===== src/rtl/jtag_dbgreg_pkg.sv =====
// Shared constants for the JTAG user-register engine.
// Bundle bit positions, select codes and default sizes.
package jtag_dbgreg_pkg;

  localparam logic DBG_SEL_ER1 = 1'b0;
  localparam logic DBG_SEL_ER2 = 1'b1;

  localparam int DBG_WIDTH = 32;
  localparam int DBG_SYNC  = 2;

  localparam int JB_TCK   = 0;
  localparam int JB_TDI   = 1;
  localparam int JB_SHIFT = 2;
  localparam int JB_UPD   = 3;
  localparam int JB_CE1   = 4;
  localparam int JB_CE2   = 5;
  localparam int JB_RSTN  = 6;
  localparam int JB_N     = 7;

endpackage


===== src/rtl/jtag_sync.sv =====
// N-bit multi-stage synchroniser with an aligned output register
// and a registered rising-edge detect on bit 0.
module jtag_sync #(
  parameter int N      = 7,
  parameter int STAGES = 2
) (
  input  logic         clk,
  input  logic         rst,
  input  logic [N-1:0] d,
  output logic [N-1:0] q,
  output logic         rise
);

  logic [N-1:0] chain [STAGES];
  logic         prev;

  // q and rise are registered together so data stays aligned with the edge
  always_ff @(posedge clk) begin
    if (rst) begin
      for (int i = 0; i < STAGES; i++)
        chain[i] <= '0;
      prev <= 1'b0;
      q    <= '0;
      rise <= 1'b0;
    end else begin
      chain[0] <= d;
      for (int i = 1; i < STAGES; i++)
        chain[i] <= chain[i-1];
      prev <= chain[STAGES-1][0];
      q    <= chain[STAGES-1];
      rise <= chain[STAGES-1][0] & ~prev;
    end
  end

endmodule


===== src/rtl/jtag_dbgreg.sv =====
// JTAG ER1/ER2 data-register engine: capture, shift and update
// in the clk domain, with TDO readout and an update strobe.
module jtag_dbgreg
  import jtag_dbgreg_pkg::*;
#(
  parameter int WIDTH       = DBG_WIDTH,
  parameter int SYNC_STAGES = DBG_SYNC,
  parameter int CNT_W       = 6
) (
  input  logic             clk,
  input  logic             rst,
  input  logic             jtck,
  input  logic             jtdi,
  input  logic             jshift,
  input  logic             jupdate,
  input  logic             jce1,
  input  logic             jce2,
  input  logic             jrstn,
  output logic             jtdo1,
  output logic             jtdo2,
  input  logic [WIDTH-1:0] dbgreg_in,
  output logic [WIDTH-1:0] dbgreg_out,
  output logic             dbgreg_sel,
  output logic             dbgreg_strobe,
  output logic [CNT_W-1:0] dbgreg_len
);

  localparam logic [CNT_W-1:0] CNT_MAX = '1;

  logic [JB_N-1:0]  jin;
  logic [JB_N-1:0]  js;
  logic             tck_rise;
  logic [WIDTH-1:0] sr;
  logic [CNT_W-1:0] cnt;
  logic             sel;

  assign jin = {jrstn, jce2, jce1, jupdate,
                jshift, jtdi, jtck};

  jtag_sync #(
    .N      (JB_N),
    .STAGES (SYNC_STAGES)
  ) u_sync (
    .clk  (clk),
    .rst  (rst),
    .d    (jin),
    .q    (js),
    .rise (tck_rise)
  );

  logic trst;
  logic go;
  logic do_upd;
  logic do_shf;
  logic do_cap;
  logic cap_sel;

  assign trst    = ~js[JB_RSTN];
  assign go      = tck_rise & js[JB_TCK];
  assign do_upd  = go & js[JB_UPD];
  assign do_shf  = go & ~js[JB_UPD] & js[JB_SHIFT];
  assign do_cap  = go & ~js[JB_UPD] & ~js[JB_SHIFT]
                 & (js[JB_CE1] | js[JB_CE2]);
  assign cap_sel = js[JB_CE2] ? DBG_SEL_ER2 : DBG_SEL_ER1;

  always_ff @(posedge clk) begin
    if (rst) begin
      sr            <= '0;
      cnt           <= '0;
      sel           <= DBG_SEL_ER1;
      jtdo1         <= 1'b0;
      jtdo2         <= 1'b0;
      dbgreg_out    <= '0;
      dbgreg_sel    <= DBG_SEL_ER1;
      dbgreg_len    <= '0;
      dbgreg_strobe <= 1'b0;
    end else begin
      dbgreg_strobe <= 1'b0;
      if (trst) begin
        sr    <= '0;
        cnt   <= '0;
        sel   <= DBG_SEL_ER1;
        jtdo1 <= 1'b0;
        jtdo2 <= 1'b0;
      end else begin
        unique case (1'b1)
          do_upd: begin
            dbgreg_out    <= sr;
            dbgreg_sel    <= sel;
            dbgreg_len    <= cnt;
            dbgreg_strobe <= 1'b1;
            cnt           <= '0;
          end
          do_shf: begin
            sr    <= {js[JB_TDI], sr[WIDTH-1:1]};
            cnt   <= (cnt == CNT_MAX) ? cnt : cnt + 1'b1;
            jtdo1 <= ~sel & sr[1];
            jtdo2 <= sel & sr[1];
          end
          do_cap: begin
            sr    <= dbgreg_in;
            cnt   <= '0;
            sel   <= cap_sel;
            jtdo1 <= ~cap_sel & dbgreg_in[0];
            jtdo2 <= cap_sel & dbgreg_in[0];
          end
          default: ;
        endcase
      end
    end
  end

endmodule


===== config.mk =====
export PLATFORM = sky130hd
export DESIGN_NAME = jtag_dbgreg
export DESIGN_NICKNAME = d
export VERILOG_FILES = /design/src/rtl/jtag_dbgreg_pkg.sv /design/src/rtl/jtag_sync.sv /design/src/rtl/jtag_dbgreg.sv
export SDC_FILE = /design/constraint.sdc
export NUM_CORES = 1
export LEC_CHECK = 0
export ABC_CLOCK_PERIOD_IN_PS = 2650
export CAP_MARGIN = 10
export CORE_UTILIZATION = 44
export CTS_CLUSTER_SIZE = 30
export DETAILED_ROUTE_END_ITERATION = 8
export DONT_BUFFER_PORTS = 1
export SLEW_MARGIN = 20
export SYNTH_ARGS = -nofsm -noshare
export SYNTH_HDL_FRONTEND = slang
export SYNTH_HIERARCHICAL = 1
export SYNTH_SLANG_ARGS = --single-unit
export TNS_END_PERCENT = 20

===== constraint.sdc =====
create_clock -name clk -period 2.65 [get_ports clk]
set_clock_uncertainty 0.05 [all_clocks]
set_input_delay 0.53 -clock clk [delete_from_list [all_inputs] [get_ports clk]]
set_output_delay 0.53 -clock clk [all_outputs]
set_load 0.01 [all_outputs]

# Word-level counts from Yosys, hierarchy flattened
# Memory sizes are Yosys's and may differ from the RTL's.
# Cells that the tools add are included.
[word_totals] reg_bits=90 latchBits=0 mem_bits_rw=14 rom_bits=0 inputBits=41 out_inout_bits=42 wordCells=54 n_memories=1
[op_classes] add_sub_neg=1 multipliers=0 div_mod_pow=0 magnitude_cmp=0 n_eq_ne=2 shift=0 mux=12 n_bitwise=20 n_reduce_logical=6
[memory_table] memory="u_sync.chain" depth=2 word_bits=7 read_ports=2 rd_ports_with_merged_regs=0 write_ports=2 line="jtag_sync.sv:14" rtl="logic [N-1:0] chain [STAGES];"
[op_table] operator="32-bit case mux with 2 select lines" n=1
[op_table] operator="7-bit two-way mux" n=2
[op_table] operator="6-bit case mux with 2 select lines" n=1
[op_table] operator="1-bit bitwise AND" n=11
[op_table] operator="6-bit by 1-bit adder with 6-bit output, second input constant" n=1
[op_table] operator="6-bit equality test, second input constant" n=1
[op_table] operator="6-bit two-way mux" n=1
[op_table] operator="1-bit inverter" n=6
[op_table] operator="1-bit two-way mux" n=5
[op_table] operator="1-bit case mux with 2 select lines" n=2
[op_table] operator="2-bit AND reduction" n=2
[op_table] operator="2-bit nonzero test" n=2
[op_table] operator="2-bit OR reduction" n=2
[op_table] operator="1-bit bitwise OR" n=3
[op_table] operator="2-bit inequality test, second input constant" n=1

# Depth between registers and ports, before layout
[logic_depth] depth_word=7 ltp_mapped=7 depth_no_buf=5

# Cells and area by module
# The synthesis kept the hierarchy.
[modules_own_cells] mod="jtag_dbgreg" instances=1 cells_each=382 area_each_um2=3319.4 seq_area_each_um2=1621.6
[modules_own_cells] mod="jtag_sync" instances=1 cells_each=47 area_each_um2=610.6 seq_area_each_um2=440.4

# Least setup slack after synthesis
# No wires, ideal clock.
[synth_timing] path_kind="flip-flop to flip-flop" start="reg cnt[0]" end="reg cnt[1]" setup_time_ns=0.116 arrival_time_ns=1.408 required_time_ns=2.484 path_slack_ns=1.076 path_stages_with_launch=6 path_buffers=0 period_less_slack_ns=1.574 cell_sequence="dfxtp_1 > ha_1 > and3_4 > nand3_1 > or3b_1 > a41o_1"
[synth_via] elab_chain_len=3 elab_cells_between_ends=6 cone_classes="add/sub: 1; eq/ne: 2; mux: 2; reduce/logical: 1"
[synth_lines] element="start: declaration" line="jtag_dbgreg.sv:34" rtl="logic [CNT_W-1:0] cnt;"
[synth_lines] element="start signal: assignment" line="jtag_dbgreg.sv:96" rtl="cnt <= (cnt == CNT_MAX) ? cnt : cnt + 1'b1;"
[synth_lines] element="6-bit by 1-bit adder with 6-bit output or 6-bit equality test (tied branches)" line="jtag_dbgreg.sv:96"
[synth_lines] element="6-bit two-way mux or 2-bit inequality test (tied branches)"
[synth_lines] element="6-bit case mux with 2 select lines or 2-bit AND reduction (tied branches)"
# Several ways; a longest one is shown, not always the timed one. The select of a mux whose other input is x is not followed.
# A chain may end at the register's enable or synchronous reset.

# Final worst setup path
[layout_timing] start="reg u_sync.q[3], read port of u_sync.chain" end="reg dbgreg_out[31]"
[layout_via] elab_chain_len=2
[layout_lines] element="start: declaration" line="jtag_sync.sv:10" rtl="output logic [N-1:0] q,"
[layout_lines] element="1-bit bitwise AND" line="jtag_dbgreg.sv:60" rtl="assign do_upd = go & js[JB_UPD];"
[layout_lines] element="2-bit AND reduction (no source line)"
[layout_lines] element="end signal: assignment" line="jtag_dbgreg.sv:88" rtl="dbgreg_out <= sr;"
[layout_lines] element="end: declaration" line="jtag_dbgreg.sv:22" rtl="output logic [WIDTH-1:0] dbgreg_out,"
# Every way passes these cells.

==> out/results.txt <==
Placer Congestion -> 0.7663
Vias in the first global route -> 2472
Hold WC Path Type -> in -> reg
Synth unique cells -> 37
Synth Area in Compound Gates -> 0.1646
H-Tree Depth -> 3
Port bufs -> 0
Worst-Margin Slew -> 0.7274 ns
Post-route ant nets -> 0
LEAKAGE -> 1.292 nW
Proportion of synthesized area in mux cells -> 0.08691
Fraction of registers with async set or reset after synthesis -> 0
Max Fclk -> 554.5 MHz
CTS Buf Count -> 9
# IOs -> 83
# hold bufs at CTS -> 0
Synth warn -> 6
Worst hold start -> rst
Remaining DRCs -> 0
Final worst-path cycle share -> 0.6805
Cts repair resizes -> 0
CTS tree -> built
Postcts setup bufs -> 0
Initial antenna violation count -> 0
Overflow after GRT -> 0
Synth Cell Area -> 3930 um^2
Endpoint kind of the worst setup timing path -> flop
R2R Path End -> dbgreg_out[31]
Arrival time worst endpoint -> 2.01 ns
Fraction of layout cells with a size suffix above 1 -> 0.08612
Register area share after synthesis -> 0.5247
N_diodes -> 0
Clk Tree Root Cell -> clkbuf_8
Pwr Density -> 621.6 nW/um^2
Die height -> 96.51 um
CP Class -> reg -> reg
RSZ-0062 raised after global routing -> false
Die footprint -> 9314 um^2
WL final -> 7348 um
Dpl cells -> 510
Detailed Place HPWL -> 4820 um
Tot GR Track Use -> 0.1645
Slew HR -> 0.5129
WHS Path Cells -> 1
CORE AREA -> 8678 um^2
Reg-to-reg startpoint -> u_sync/q[3]
Clk Latency, worst-skew pair -> 0.36 ns
Num rows -> 34
Number of synthesized flops with an enable pin -> 0
Syn avg cell area -> 9.161 um^2
Syn Nets -> 471
Adder-cell share of the synthesized area -> 0.003184
Vias post-DR -> 2738
Number of DRC markers in iteration 0 -> 80
Clk slew on worst S/H paths -> 0.10 ns
Via density per instance -> 5.205
Post-synthesis simple-gate area fraction -> 0.1595
Max Transition Viols Final -> 0
DR WL/cell -> 13.97 um
Crit-path max FO -> 30
Critical path required time -> 2.86 ns
Synthesis-to-finish area growth -> 5.667%
Fin nets -> 455
Die X -> 96.51 um
Setup TNS -> 0 ns
Most common cell after layout, fill and taps aside -> dfxtp_1
Initial Util -> 0.4529
Synthesized flop and latch total -> 103
Pwr Total -> 2.581 mW
Pin count of the biggest net entering global routing -> 65
Cell depth of the worst flop-to-flop path -> 4
XOR/XNOR Fraction of Synth Area -> 0.004457
Outcome -> finished clean
Final Hold Vio Count -> 0
Largest family of logic cells by synthesized area -> compound AO/OA/AOI/OAI gates
Minimum clock period -> 1.803 ns
CTS sink cnt -> 103
Most frequent cells in the layout -> dfxtp_1, nand2_1, a21oi_1, o21ai_0, mux2i_1
Ys flop type -> dfxtp_1
Post-Synthesis Cells -> 429
Non-filler cells, final -> 526
First-pass GRT wire length -> 11630 um
Reg2reg setup slack -> 0.85 ns
Max VDD drop -> 0.2691 mV
Critical path startpoint category -> flop
Clock buffer depth -> 2
Max cap viols -> 0
Hold endpoint -> dbgreg_out[30]
Final setup fails -> 0
Initial DRT Pass Iterations -> 4
==> per-stage QoR <==
stage | setup slack, ns | instance area, um^2 | utilization | hold WS, ns
floorplan | 1.076 | 3930 | - | 0.3617
global placement | 0.8351 | 3949 | 0.4550 | 0.3683
detailed placement | 0.8119 | 3949 | 0.4550 | 0.3704
CTS | 0.8382 | 4153 | 0.4785 | 0.1497
global route | 0.7173 | 4153 | 0.4785 | 0.1448
finish | 0.8466 | 4153 | 0.4785 | 0.1791
==> routing by layer <==
metal  track usage  vias up  part of all wire
met2        0.2594       67              0.45
met1        0.2057     1234              0.46
met4       0.07721        0             0.014
li1              -     1428                 -
met3       0.04930        9             0.075
met5             0        -                 0
==> sequential cells by signal (all words and copies together), names as in the netlist <==
name,flops
u_sync/rise,1
dbgreg_len,6
jtdo2,1
cnt,6
sel,1
dbgreg_strobe,1
sr,32
dbgreg_sel,1
jtdo1,1
u_sync/chain,14
dbgreg_out,32
u_sync/q,7
==> worst max-delay path by stage <==
stage	start	endpoint	slack, ns
5_1_grt	u_sync/q[6]	sr[19]	0.72
2_1_floorplan	cnt[0]	cnt[1]	1.08
3_5_place_dp	rst	jtdo1	0.81
6_report	u_sync/q[3]	dbgreg_out[31]	0.85
3_3_place_gp	rst	jtdo1	0.84
4_1_cts	u_sync/q[3]	dbgreg_out[31]	0.84
==> power by group <==
group	switching [mW]	internal, mW
Sequential	0.00587	1.56
Clock	0.548	0.448
Combinational	0.00784	0.0116
Total	0.562	2.02
==> synth_stat cells (2+ instances only) <==
| master | count | area, um^2 |
|---|---|---|
| buf_6 | 3 | 33.78 |
| nor2_1 | 6 | 22.52 |
| clkbuf_1 | 18 | 67.56 |
| nand2_1 | 86 | 322.8 |
| nor2b_1 | 22 | 137.6 |
| a21oi_2 | 6 | 52.55 |
| o22ai_1 | 2 | 12.51 |
| dfxtp_1 | 103 | 2062 |
| a21oi_1 | 70 | 350.3 |
| xor2_1 | 2 | 17.52 |
| buf_2 | 7 | 35.03 |
| nand3_1 | 3 | 15.01 |
| buf_4 | 2 | 15.01 |
| mux2i_1 | 33 | 330.3 |
| buf_12 | 3 | 60.06 |
| o21ai_0 | 34 | 170.2 |
| or3b_1 | 2 | 17.52 |
| nand4_1 | 3 | 18.77 |
| a31oi_1 | 3 | 18.77 |
| inv_1 | 3 | 11.26 |
| nor3_1 | 2 | 10.01 |
==> final cells by class <==
class / instances / area [um^2]
inverter: 3 / 11.26
clock inverter: 7 / 80.08
fill: 860 / 4526
timing repair buffer: 6 / 70.07
tap: 108 / 135.1
sequential: 103 / 2062
clock buffer: 9 / 123.9
multi-input combinational: 290 / 1670
==> worst max-delay path: stages (launching register included) <==
cell and delay (ns):
dfxtp_1 0.57, nand4_1 0.56, buf_12 0.38, nand2_1 0.08
a21oi_1 0.06
==> logic make-up after synthesis <==
family / after synthesis
fa+ha+maj: 1
compound gates: 120
mux: 34
buf+inv: 36
xor+xnor: 2
simple gates: 133
flops: 103
(Power assumes the default switching activity.)
==> patch 1, RTL diff (config.mk and constraints unchanged) <==
Make the reset (`rst`) asynchronous in 2 clocked blocks.
--- a/src/rtl/jtag_sync.sv
+++ b/src/rtl/jtag_sync.sv
@@ -17,3 +17,3 @@
   // q and rise are registered together so data stays aligned with the edge
-  always_ff @(posedge clk) begin
+  always_ff @(posedge clk or posedge rst) begin
     if (rst) begin
--- a/src/rtl/jtag_dbgreg.sv
+++ b/src/rtl/jtag_dbgreg.sv
@@ -65,3 +65,3 @@
 
-  always_ff @(posedge clk) begin
+  always_ff @(posedge clk or posedge rst) begin
     if (rst) begin
Check against the original RTL: differs if rst is asserted again (counterexample within 10 cycles, from zero or initial values and one cycle with rst high); with rst held inactive, the same outputs for 10 cycles.
==> patch 1 against the unedited design <==
Wire length is 18% higher. Design area is 8.8% higher. Sequential cell count stayed put. Cell count is 5.9% higher. Synthesized area is 7.5% higher. Via count is 6.5% higher. Sequential share of layout area is 7.4 points higher. Setup slack worse by 0.27 ns.
Power is not compared: it rests on default switching activity, and its combinational part moved more than twofold at a synthesized area within 25%.
==> patch 1: results (changes against the unedited design) <==
- The flow ran to the end, and the final reports show no timing, DRC or antenna violations.
- For this run, the leading register cell type out of synthesis is sky130_fd_sc_hd__dfrtp_1.
- The slowest stage of the critical path is the sky130_fd_sc_hd__or3_2 cell.
- The share of cell area taken by multi-input logic gates is 32.7% (-7.5 points).
- The area fraction of clock buffers and clock inverters is 4.21% (-0.70 points).
- The number of fill cells is 910 (+5.8%).
- Sorting the synthesized cells by area gives the leading types as sky130_fd_sc_hd__dfrtp_1 61%, sky130_fd_sc_hd__nand2_1 17%, sky130_fd_sc_hd__o211a_1 7.6%, sky130_fd_sc_hd__nand3_1 4.3%, sky130_fd_sc_hd__clkbuf_1 1.4%.
- The clock buffer instance count of the final layout is 11 (+2).
- The biggest fanout along the worst timing path is 40 (+33%).
- The type of the tightest min-delay check is in -> async.
- The number of DRC markers after the initial detailed-route iteration was 196 (+150%).
- The mux contribution to synthesized area is 0% (-8.7 points).
- The total routing resource utilization after global routing is 18.7% (+2.3 points).
- The number of levels in the clock H-tree is 3 (unchanged).
- The fraction of layout instances using a drive strength above 1 is 6.07% (-2.5 points).
- The number of global-route vias before repair is 2997 (+21%).
- The maximum VDD drop is 354 uV.
- The share of final layout cell area taken by non-clock buffers was 2.05% (+0.36 points).
- The register area share after synthesis is 61.0% (+8.6 points).
- The post-synthesis adder-cell area fraction was 0.296% (-0.022 points).
- The number of optimization iterations in the first detailed-route pass is 5 (+1).
- The synthesized netlist net count came to 473 (+0.42%).
- The number of library cell types mapped by synthesis is 31 (-16%).
- The register-to-register setup slack is 0.58 ns (-0.27 ns).
- The beginning of the worst register-to-register path is u_sync/q[0]$_DFF_PP0_.
- The post-synthesis compound-gate area fraction was 10.2% (-6.3 points).
- The multi-input combinational cell count was 296 (+2.1%).
- The detailed-route vias per instance is 5.24 (+0.61%).
- The half-perimeter wire length after detailed placement was 5420 um (+12%).
- The arrival time of the worst setup path is 2.26 ns (+0.25 ns).
- The total area of sequential cells is 2580 um^2 (+25%).
- The routability congestion estimate is 0.757 (-1.2%).
- The sum of routed wire length over all layers came to 8660 um (+18%).
- The measured slew at the worst slew-check pin came to 0.762 ns (+0.0341 ns).
- The maximum number of pins on one net before global-route repair came to 82 (+26%).
- The number of logic inverters in the finished layout was 4 (+1).
- The XOR/XNOR share of the synthesized area is 0.207% (-0.24 points).
- The post-placement cell area came to 4330 um^2 (+9.6%).
==> patch 1: where the power goes <==
group	total (W)	switching, W	internal [W]
clock network	0.000955	0.000517	0.000438
registers	0.00164	0.0000337	0.00161
logic	0.000106	0.0000748	0.0000309
==> patch 1: metrics by stage <==
stage | hold slack [ns] | setup slack, ns | std cells | power, W
2_1_floorplan | 0.281 | 1.07 | 431 | 0.00175
3_3_place_gp | 0.286 | 0.664 | 541 | 0.00178
3_5_place_dp | 0.287 | 0.589 | 541 | 0.00179
4_1_cts | 0.120 | 0.595 | 557 | 0.00275
5_1_grt | 0.123 | 0.472 | 557 | 0.00283
6_report | 0.0658 | 0.576 | 557 | 0.00271
==> patch 1: routing by layer <==
metal | vias to the layer above | track usage (%) | part of all wire [%]
met4 | 0 | 6.80 | 1.8
met1 | 1435 | 25.1 | 47
met3 | 10 | 4.25 | 5.2
met5 | - | 0 | 0
li1 | 1399 | - | -
met2 | 73 | 30.0 | 46
==> patch 2, RTL diff (same flow settings) <==
Made on the original files. The parameter `CNT_W` goes from 6 to 12.
--- a/src/rtl/jtag_dbgreg.sv
+++ b/src/rtl/jtag_dbgreg.sv
@@ -7,3 +7,3 @@
   parameter int SYNC_STAGES = DBG_SYNC,
-  parameter int CNT_W       = 6
+  parameter int CNT_W       = 12
 ) (
Ports: changed (resized dbgreg_len); port bits go from 83 to 89. No check against the original RTL was run, so the function may have changed too.
==> patch 2 against the unedited design <==
Critical path depth grew 1. Synthesized cell count grew 16%. Cell count grew 21%. Die area grew 14%. Wire length grew 26%. Setup slack lost 0.20 ns. Synthesized area grew 14%. Sequential cell count grew 12. Design area grew 24%. Total power grew 56%. Global-route usage grew 2.3 points. First-iteration DRC count shrank 10%.
==> patch 2: results (changes against the unedited design) <==
- The depth of the most critical reg-to-reg path is 5 (+1).
- The largest individual stage delay along the critical path comes from the cell sky130_fd_sc_hd__nor4_4.
- The XOR/XNOR share of the synthesized area was 0% (-0.45 points).
- The portion of total power attributed to the clock network is 56.0% (+17 points).
- The post-synthesis adder-cell area fraction is 0.279% (-0.040 points).
- The mux contribution to synthesized area is 7.61% (-1.1 points).
- The routability congestion estimate is 0.834 (+8.8%).
- The biggest fanout along the worst timing path is 13 (-57%).
- The flow ran to the end, and the final reports show no timing, DRC or antenna violations.
- The number of library cell types mapped by synthesis came to 40 (+8.1%).
- The post-route minimum period came to 2.00 ns (+0.197 ns).
- The endpoint identified for the worst register-to-register timing path is cnt[2]$_SDFFE_PP0P_.
- The number of global-route vias before repair is 3170 (+28%).
- In the synthesized netlist, the cells that appear most often are 115 x sky130_fd_sc_hd__dfxtp_1, 104 x sky130_fd_sc_hd__nand2_1, 47 x sky130_fd_sc_hd__a21oi_1.
- The register area share after synthesis is 51.3% (-1.2 points).
- Yosys attributes the largest share of cell area to sky130_fd_sc_hd__dfxtp_1 51%, sky130_fd_sc_hd__nand2_1 8.7%, sky130_fd_sc_hd__mux2i_1 7.4%, sky130_fd_sc_hd__a211oi_1 6.5%, sky130_fd_sc_hd__a21oi_1 5.2%.
- The worst hold path terminates at u_sync/chain[0][3]$_SDFF_PP0_.
- The post-placement cell area is 4550 um^2 (+15%).
- The maximum number of pins on one net before global-route repair is 71 (+9.2%).
- The critical path starts at cnt[0]$_SDFFE_PP0P_.
- The total via count after detailed routing is 3332 (+22%).
- The measured slew at the worst slew-check pin came to 0.761 ns (+0.0337 ns).
- The number of fill cells is 953 (+11%).
- The number of DRC markers after the initial detailed-route iteration is 72 (-10%).
- The fraction of layout instances using a drive strength above 1 is 9.18% (+0.57 points).
- The register-to-register setup slack is 0.65 ns (-0.20 ns).
- The global-route wire length before repair is 15300 um (+31%).
patch 2: cell count changes after synthesis, moves of 4 or more:
cell	unedited run	this run
sky130_fd_sc_hd__a21oi_1	70	47
sky130_fd_sc_hd__clkbuf_1	18	24
sky130_fd_sc_hd__o21ai_0	34	2
sky130_fd_sc_hd__dfxtp_1	103	115
sky130_fd_sc_hd__o21ai_1	0	10
sky130_fd_sc_hd__or4_1	0	8
sky130_fd_sc_hd__nand2_1	86	104
sky130_fd_sc_hd__a211oi_1	0	39
sky130_fd_sc_hd__a21oi_2	6	0
sky130_fd_sc_hd__nor2_1	6	37
sky130_fd_sc_hd__and3_1	1	5
patch 2: metal layers:
layer  up-vias  global-route usage (%)  wire, um
met3         2                    7.86       637
li1       1712                       -         -
met5         -                       0         0
met4         0                    6.18        35
met2        85                    29.1      4230
met1      1533                    23.5      4390
patch 2: layout make-up:
| type | count | area, um^2 | share of cell area [%] |
|---|---|---|---|
| clock inverters | 9 | 128 | 2.48 |
| flip-flops and latches | 115 | 2300 | 44.7 |
| inverters | 3 | 11.3 | 0.218 |
| multi-input cells | 344 | 2000 | 38.8 |
| clock buffers | 22 | 473 | 9.18 |
| repair buffers | 8 | 72.6 | 1.41 |
| well taps | 133 | 166 | 3.23 |
patch 2: metrics by stage:
stage	hold slack, ns	std cells	power [W]	setup slack [ns]	utilization (%)
6_report	0.0566	634	0.00403	0.650	52.5
5_1_grt	0.0150	634	0.00417	0.434	52.5
4_1_cts	0.0237	634	0.00407	0.620	52.5
3_5_place_dp	0.374	603	0.00181	0.649	46.4
3_3_place_gp	0.374	603	0.00181	0.713	46.4
2_1_floorplan	0.362	499	0.00182	0.971	-
